**src/rtl/ring_johnson_if.sv**
```systemverilog
// Control and status bundle for ring_johnson_counter.
// The master drives the step controls and the slave returns the sequence state.
interface ring_johnson_if #(
   parameter int unsigned WIDTH = 6
);
   localparam int unsigned IW = $clog2(2 * WIDTH);

   logic             en;
   logic             mode;
   logic             up;
   logic             load;
   logic [WIDTH-1:0] load_val;
   logic [WIDTH-1:0] count;
   logic [IW-1:0]    index;
   logic             wrap;
   logic             err;

   modport master (
      output en, mode, up, load, load_val,
      input  count, index, wrap, err
   );

   modport slave (
      input  en, mode, up, load, load_val,
      output count, index, wrap, err
   );
endinterface

```
**src/rtl/ring_johnson_counter.sv**
```systemverilog
// One-hot ring / Johnson sequence counter with run-time mode and direction,
// synchronous load, a wrap strobe, and self-correction of illegal states.
module ring_johnson_counter #(
   parameter int unsigned WIDTH = 6
) (
   input logic           clk,
   input logic           rst,
   ring_johnson_if.slave bus
);
   localparam int unsigned      IW      = $clog2(2 * WIDTH);
   localparam logic [WIDTH-1:0] RST_VAL = {1'b1, {(WIDTH-1){1'b0}}};
   localparam logic [WIDTH-1:0] ONE     = WIDTH'(1);

   logic [WIDTH-1:0] count_q;
   logic [WIDTH-1:0] count_nxt;
   logic [WIDTH-1:0] step;
   logic             wrap_q;
   logic             wrap_nxt;
   logic             err_q;
   logic             err_nxt;
   logic [IW-1:0]    last_idx;
   logic [IW-1:0]    wrap_pt;

   // Johnson states are contiguous runs of ones anchored at either end.
   function automatic logic is_legal(input logic [WIDTH-1:0] c, input logic m);
      logic [WIDTH-1:0] nc;
      nc = ~c;
      if (m)
         return ((c & WIDTH'(c + ONE)) == '0) || ((nc & WIDTH'(nc + ONE)) == '0);
      return (c != '0) && ((c & WIDTH'(c - ONE)) == '0);
   endfunction

   function automatic int unsigned popcnt(input logic [WIDTH-1:0] c);
      int unsigned p;
      p = 0;
      for (int i = 0; i < int'(WIDTH); i++) p += 32'(c[i]);
      return p;
   endfunction

   function automatic logic [IW-1:0] index_of(input logic [WIDTH-1:0] c, input logic m);
      logic [IW-1:0] r;
      r = '0;
      if (!m) begin
         for (int i = 0; i < int'(WIDTH); i++)
            if (c[i]) r = IW'(WIDTH - 1 - 32'(i));
      end else if (c[WIDTH-1]) begin
         r = IW'(popcnt(c));
      end else if (c != '0) begin
         r = IW'(2 * WIDTH - popcnt(c));
      end
      return r;
   endfunction

   always_ff @(posedge clk or posedge rst) begin
      if (rst) begin
         count_q <= RST_VAL;
         wrap_q  <= 1'b0;
         err_q   <= 1'b0;
      end else begin
         count_q <= count_nxt;
         wrap_q  <= wrap_nxt;
         err_q   <= err_nxt;
      end
   end

   always_comb begin
      step = count_q;
      if (bus.mode)
         step = bus.up ? {~count_q[0], count_q[WIDTH-1:1]}
                       : {count_q[WIDTH-2:0], ~count_q[WIDTH-1]};
      else
         step = bus.up ? {count_q[0], count_q[WIDTH-1:1]}
                       : {count_q[WIDTH-2:0], count_q[WIDTH-1]};
   end

   assign last_idx = bus.mode ? IW'(2 * WIDTH - 1) : IW'(WIDTH - 1);
   assign wrap_pt  = bus.up ? '0 : last_idx;

   // Priority: load, then illegal-state correction, then step, else hold.
   always_comb begin
      count_nxt = count_q;
      wrap_nxt  = 1'b0;
      err_nxt   = err_q;
      if (bus.load) begin
         if (is_legal(bus.load_val, bus.mode)) begin
            count_nxt = bus.load_val;
         end else begin
            count_nxt = RST_VAL;
            err_nxt   = 1'b1;
         end
      end else if (!is_legal(count_q, bus.mode)) begin
         count_nxt = RST_VAL;
         err_nxt   = 1'b1;
      end else if (bus.en) begin
         count_nxt = step;
         wrap_nxt  = (index_of(step, bus.mode) == wrap_pt);
      end
   end

   always_comb begin
      bus.count = count_q;
      bus.index = index_of(count_q, bus.mode);
      bus.wrap  = wrap_q;
      bus.err   = err_q;
   end
endmodule
```
**src/flat_wrapper.sv**
```systemverilog
// flat-port wrapper written by rule: the top's interface ports become plain ports
module ring_johnson_counter_flat 
#(
   parameter int unsigned WIDTH = 6
)
  (clk, rst, bus_en, bus_mode, bus_up, bus_load, bus_load_val, bus_count, bus_index, bus_wrap, bus_err);
  ring_johnson_if #(.WIDTH(WIDTH)) bus_i ();
  input logic clk;
  input logic rst;
  input wire logic [$bits(bus_i.en)-1:0] bus_en;
  input wire logic [$bits(bus_i.mode)-1:0] bus_mode;
  input wire logic [$bits(bus_i.up)-1:0] bus_up;
  input wire logic [$bits(bus_i.load)-1:0] bus_load;
  input wire logic [$bits(bus_i.load_val)-1:0] bus_load_val;
  output wire logic [$bits(bus_i.count)-1:0] bus_count;
  output wire logic [$bits(bus_i.index)-1:0] bus_index;
  output wire logic [$bits(bus_i.wrap)-1:0] bus_wrap;
  output wire logic [$bits(bus_i.err)-1:0] bus_err;
  assign bus_i.en = bus_en;
  assign bus_i.mode = bus_mode;
  assign bus_i.up = bus_up;
  assign bus_i.load = bus_load;
  assign bus_i.load_val = bus_load_val;
  assign bus_count = bus_i.count;
  assign bus_index = bus_i.index;
  assign bus_wrap = bus_i.wrap;
  assign bus_err = bus_i.err;
  ring_johnson_counter #(.WIDTH(WIDTH)) u_core (.clk(clk), .rst(rst), .bus(bus_i));
endmodule
```
**config.mk**
```make
export PLATFORM = sky130hd
export DESIGN_NAME = ring_johnson_counter_flat
export DESIGN_NICKNAME = d
export VERILOG_FILES = /design/src/rtl/ring_johnson_if.sv /design/src/rtl/ring_johnson_counter.sv /design/src/flat_wrapper.sv
export SDC_FILE = /design/constraint.sdc
export NUM_CORES = 1
export LEC_CHECK = 0
export CORE_UTILIZATION = 39
export CTS_CLUSTER_SIZE = 20
export DETAILED_ROUTE_END_ITERATION = 16
export GPL_TIMING_DRIVEN = 0
export PLACE_DENSITY_LB_ADDON = 0.1
export SYNTH_ARGS = -nofsm -noshare
export SYNTH_HDL_FRONTEND = slang
export SYNTH_SLANG_ARGS = --single-unit
```
**constraint.sdc**
```tcl
create_clock -name clk -period 4 [get_ports clk]
set_input_delay 0.8 -clock clk [delete_from_list [all_inputs] [get_ports clk]]
set_output_delay 0.8 -clock clk [all_outputs]
set_load 0.03 [all_outputs]
```
==> run metrics <==
run status=complete, but fails checks; failing checks=negative setup slack; count of cells along the worst register-to-register path=16; family of cells with the greatest summed delay on the critical path=adder cells; switching pwr=898 uW; Setup CP Type=primary input to register; final std cells w/o fill=242; top cells by area in the synthesized netlist=sky130_fd_sc_hd__dfrtp_1, sky130_fd_sc_hd__ha_1, sky130_fd_sc_hd__fa_1; sequential share of the synthesized area=15.0%; arrival time of the worst setup path=4340 ps; root buf cell=sky130_fd_sc_hd__clkbuf_4; number of vias per cell=5.70; combinational family with the most area after synthesis=compound AO/OA/AOI/OAI gates; Buffers & Inverters on Critical Path=5; Data required, critical path=4170 ps; synthesis warning total=0; Ant. Diodes=0; final hold violations=0; placed wire-length estimate after detailed placement=2650 um; final routed wire length divided by cell count=14.5 um; Max-slew headroom=71.1%; master of the slowest instance on the critical path=sky130_fd_sc_hd__fa_1; number of filler instances in the final layout=298; area occupied by multi-input gates=1060 sq um; RSZ-0062 raised after global routing=yes; GR Overflow Total=0; placeable core region=3150 sq um; antenna violations before repair=0; Least-Margin Pin Slew=429 ps; all-layer global routing usage=20.8%; post-synth net total=198; fraction of synthesis flops using an asynchronous set or reset pin=100%; proportion of netlist area held by the largest area contributor=13.0%; maximum number of pins on one net before global-route repair=14; routability-driven placement congestion ratio=0.797; number of buffers on the longest clock path=2; number of distinct library cells after synthesis=50; die span in x=60.7 um; area enclosed by the die boundary=3690 sq um; largest vdd supply drop=0.684 mV; Die Span Y=60.7 um; maximum clock frequency=0.240 GHz; cell-internal power=816 uW; Cells after DPL=235; largest incremental delay on the critical path=550 ps; register clock-pin slew on the reported worst setup and hold paths=60 ps; proportion of total power due to net switching=52.4%; area of the mapped netlist=1350 sq um; routed wire length=3510 um; Top Ports=24; Vias=1379; hold_buf cts=0; worst-path maximum fanout=7; Rows=20; vias in the first global route=1252; commonest cells after routing, fill and taps aside=sky130_fd_sc_hd__clkdlybuf4s50_1, sky130_fd_sc_hd__inv_1, sky130_fd_sc_hd__nor2_1; leakage dissipation=0.000765 uW; Final Cycle Share=104%; H-Tree Level Count=1; Placed Area=1650 sq um; cell type with the highest aggregate area in the netlist=sky130_fd_sc_hd__dfrtp_1; setup TNS=-168 ps; max-cap viol count=0; leading register cell type out of synthesis=sky130_fd_sc_hd__dfrtp_1; effective utilization at floorplan=42.7%; NumNets Final=227; later-pin clock latency in the skew report=260 ps; total non-filler cell area in the finished layout=1760 sq um; number of violations reported at the end of detailed-routing iteration 0=85; Compound-Gate Fraction of Synth Area=27.8%; register share of total power=8.8%; Worst path depth=18; class of the most critical hold timing path=register to register; total area of sequential cells=208 sq um; worst-case setup margin in the final layout=-168 ps; Place WS=-1190 ps; number of enable flip-flop cells after synthesis=0; adder-cell share of the synthesized area=18.2%; final-report max-slew violation count=0; number of detailed-routing iterations run before antenna repair=4; part of the power in combinational logic=87.3%; Crit. End Element=register; Setup-failing EPs final=1; Clock Skews=7.37 ps; post-synthesis register bit count=8; fraction of final layout cells with drive strength greater than 1=23.2%; post-synthesis share of cell area spent on and, or, nand and nor gates=21.8%; post-layout minimum cycle time=4170 ps; number of instances on the worst hold path=2; Synth Area in XOR/XNOR=2.60%; global-route wire length before repair=5680 um; remaining design rule violation count=0; synthesized instance count=170; leading cell type in the layout, fill and taps excluded=sky130_fd_sc_hd__clkdlybuf4s50_1; worst-path cell chain=buf_12 > buf_6 > xnor2_2 > nor2_1 > a21oi_2 > inv_2 > ha_4 > fa_1 > inv_1 > fa_2 > fa_1 > inv_2 > ha_4 > or3_1 > a211o_1 > o221ai_2 > a32oi_1 > nor2_1; Num CTS Buffers=3; clk sink count=8; Post-Synthesis Mean Instance Area=7.91 sq um; area added between synthesis and finish=31.0%; mux contribution to synthesized area=3.81%; number of nets still failing antenna checks after routing=0; relative contribution of the clock network to total power=4.0%; CTS tree=built; port buffer count=21; Pwr per Cell Area=973 nW/um^2; Setup crit start kind=primary input
-- through the flow --
| stage | power [uW] | hold slack, ps | util, % |
|---|---|---|---|
| final | 1710 | 477 | 55.9 |
| after global routing | 1890 | 501 | 55.9 |
| after CTS | 1580 | 479 | 54.6 |
| after detailed placement | 1470 | 464 | 52.3 |
| after global placement | 1430 | 459 | 52.3 |
| after floorplan | 1130 | 615 | - |
-- registers in the layout, summed over array words and instances, names as in the netlist --
name and count:
u_core.bus.count 6, u_core.bus.err 1, u_core.bus.wrap 1
-- what timing repair did --
item                                   CTS  global route
pin swaps                                4             7
endpoints found under the hold margin    0             0
setup endpoints to repair                5             2
setup buffers                            5             1
cloned                                   0             0
gates resized for setup                 28             7
-- layout make-up --
| cell class | instances | area share (%) |
|---|---|---|
| buffer | 8 | 4.12 |
| inverter | 20 | 4.40 |
| sequential | 8 | 11.8 |
| clock buffer | 4 | 1.49 |
| timing repair buffer | 27 | 14.8 |
| multi-input combinational | 131 | 60.3 |
| tap | 44 | 3.12 |
-- layer usage --
metal | vias to the layer above | wire (um) | track usage (%)
met5 | - | 0 | 0
met4 | 0 | 77 | 6.82
met3 | 12 | 122 | 3.62
met2 | 43 | 1760 | 36.4
met1 | 668 | 1550 | 25.9
li1 | 656 | - | -
-- synthesized netlist by cell type (2+ instances only) --
| library cell | instances |
|---|---|
| sky130_fd_sc_hd__nand2b_1 | 6 |
| sky130_fd_sc_hd__buf_6 | 2 |
| sky130_fd_sc_hd__xnor2_1 | 2 |
| sky130_fd_sc_hd__nand2_1 | 13 |
| sky130_fd_sc_hd__fa_1 | 6 |
| sky130_fd_sc_hd__nand3_1 | 3 |
| sky130_fd_sc_hd__o211ai_2 | 2 |
| sky130_fd_sc_hd__a2bb2oi_1 | 3 |
| sky130_fd_sc_hd__clkbuf_1 | 2 |
| sky130_fd_sc_hd__o31ai_1 | 3 |
| sky130_fd_sc_hd__a22oi_1 | 3 |
| sky130_fd_sc_hd__inv_1 | 20 |
| sky130_fd_sc_hd__a21boi_0 | 2 |
| sky130_fd_sc_hd__o221ai_1 | 3 |
| sky130_fd_sc_hd__a31oi_1 | 6 |
| sky130_fd_sc_hd__dfrtp_1 | 7 |
| sky130_fd_sc_hd__xor2_1 | 2 |
| sky130_fd_sc_hd__a211o_1 | 2 |
| sky130_fd_sc_hd__buf_4 | 2 |
| sky130_fd_sc_hd__ha_1 | 10 |
| sky130_fd_sc_hd__nor3_1 | 6 |
| sky130_fd_sc_hd__mux2i_1 | 4 |
| sky130_fd_sc_hd__o211ai_1 | 2 |
| sky130_fd_sc_hd__a21oi_1 | 8 |
| sky130_fd_sc_hd__buf_2 | 5 |
| sky130_fd_sc_hd__nor2_1 | 14 |
| sky130_fd_sc_hd__and2_1 | 2 |
| sky130_fd_sc_hd__a211oi_1 | 2 |
| sky130_fd_sc_hd__o21ai_0 | 7 |
-- worst min-delay path: stages (launching register included) --
cell,delay (ps)
sky130_fd_sc_hd__dfrtp_1,350
sky130_fd_sc_hd__inv_1,50
sky130_fd_sc_hd__o31ai_2,40
-- power by group through the flow --
stage               logic (uW)  registers [uW]  clock network (uW)
global route              1660             153                74.8
CTS                       1360             146                69.5
detailed placement        1330             140                   0
floorplan                  943             190                   0
finish                    1500             150                67.7
global placement          1290             140                   0
-- final timing paths --
check                                           startpoint                         endpoint  slack [ps]
max                                               bus_mode        u_core.bus.wrap$_DFF_PP0_        -170
min                             u_core.bus.err$_DFFE_PP0P_       u_core.bus.err$_DFFE_PP0P_         480
max reg2reg                u_core.bus.count[5]$_DFFE_PP1P_        u_core.bus.wrap$_DFF_PP0_        -130
min reg2reg                     u_core.bus.err$_DFFE_PP0P_       u_core.bus.err$_DFFE_PP0P_         480
max in group asynchronous                              rst  u_core.bus.count[5]$_DFFE_PP1P_        2940
min in group asynchronous                              rst       u_core.bus.err$_DFFE_PP0P_         780
-- kinds of logic (layout without fill, tap and decap cells) --
| group | Yosys count | count (layout) |
|---|---|---|
| and+or+nand+nor | 54 | 54 |
| AOI/OAI and AO/OA | 52 | 52 |
| buffers and inverters | 31 | 59 |
| adders and majority gates | 16 | 16 |
| DFF | 8 | 8 |
| muxes | 5 | 5 |
| xor gates and xnor gates | 4 | 4 |
(Power assumes the default switching activity.)
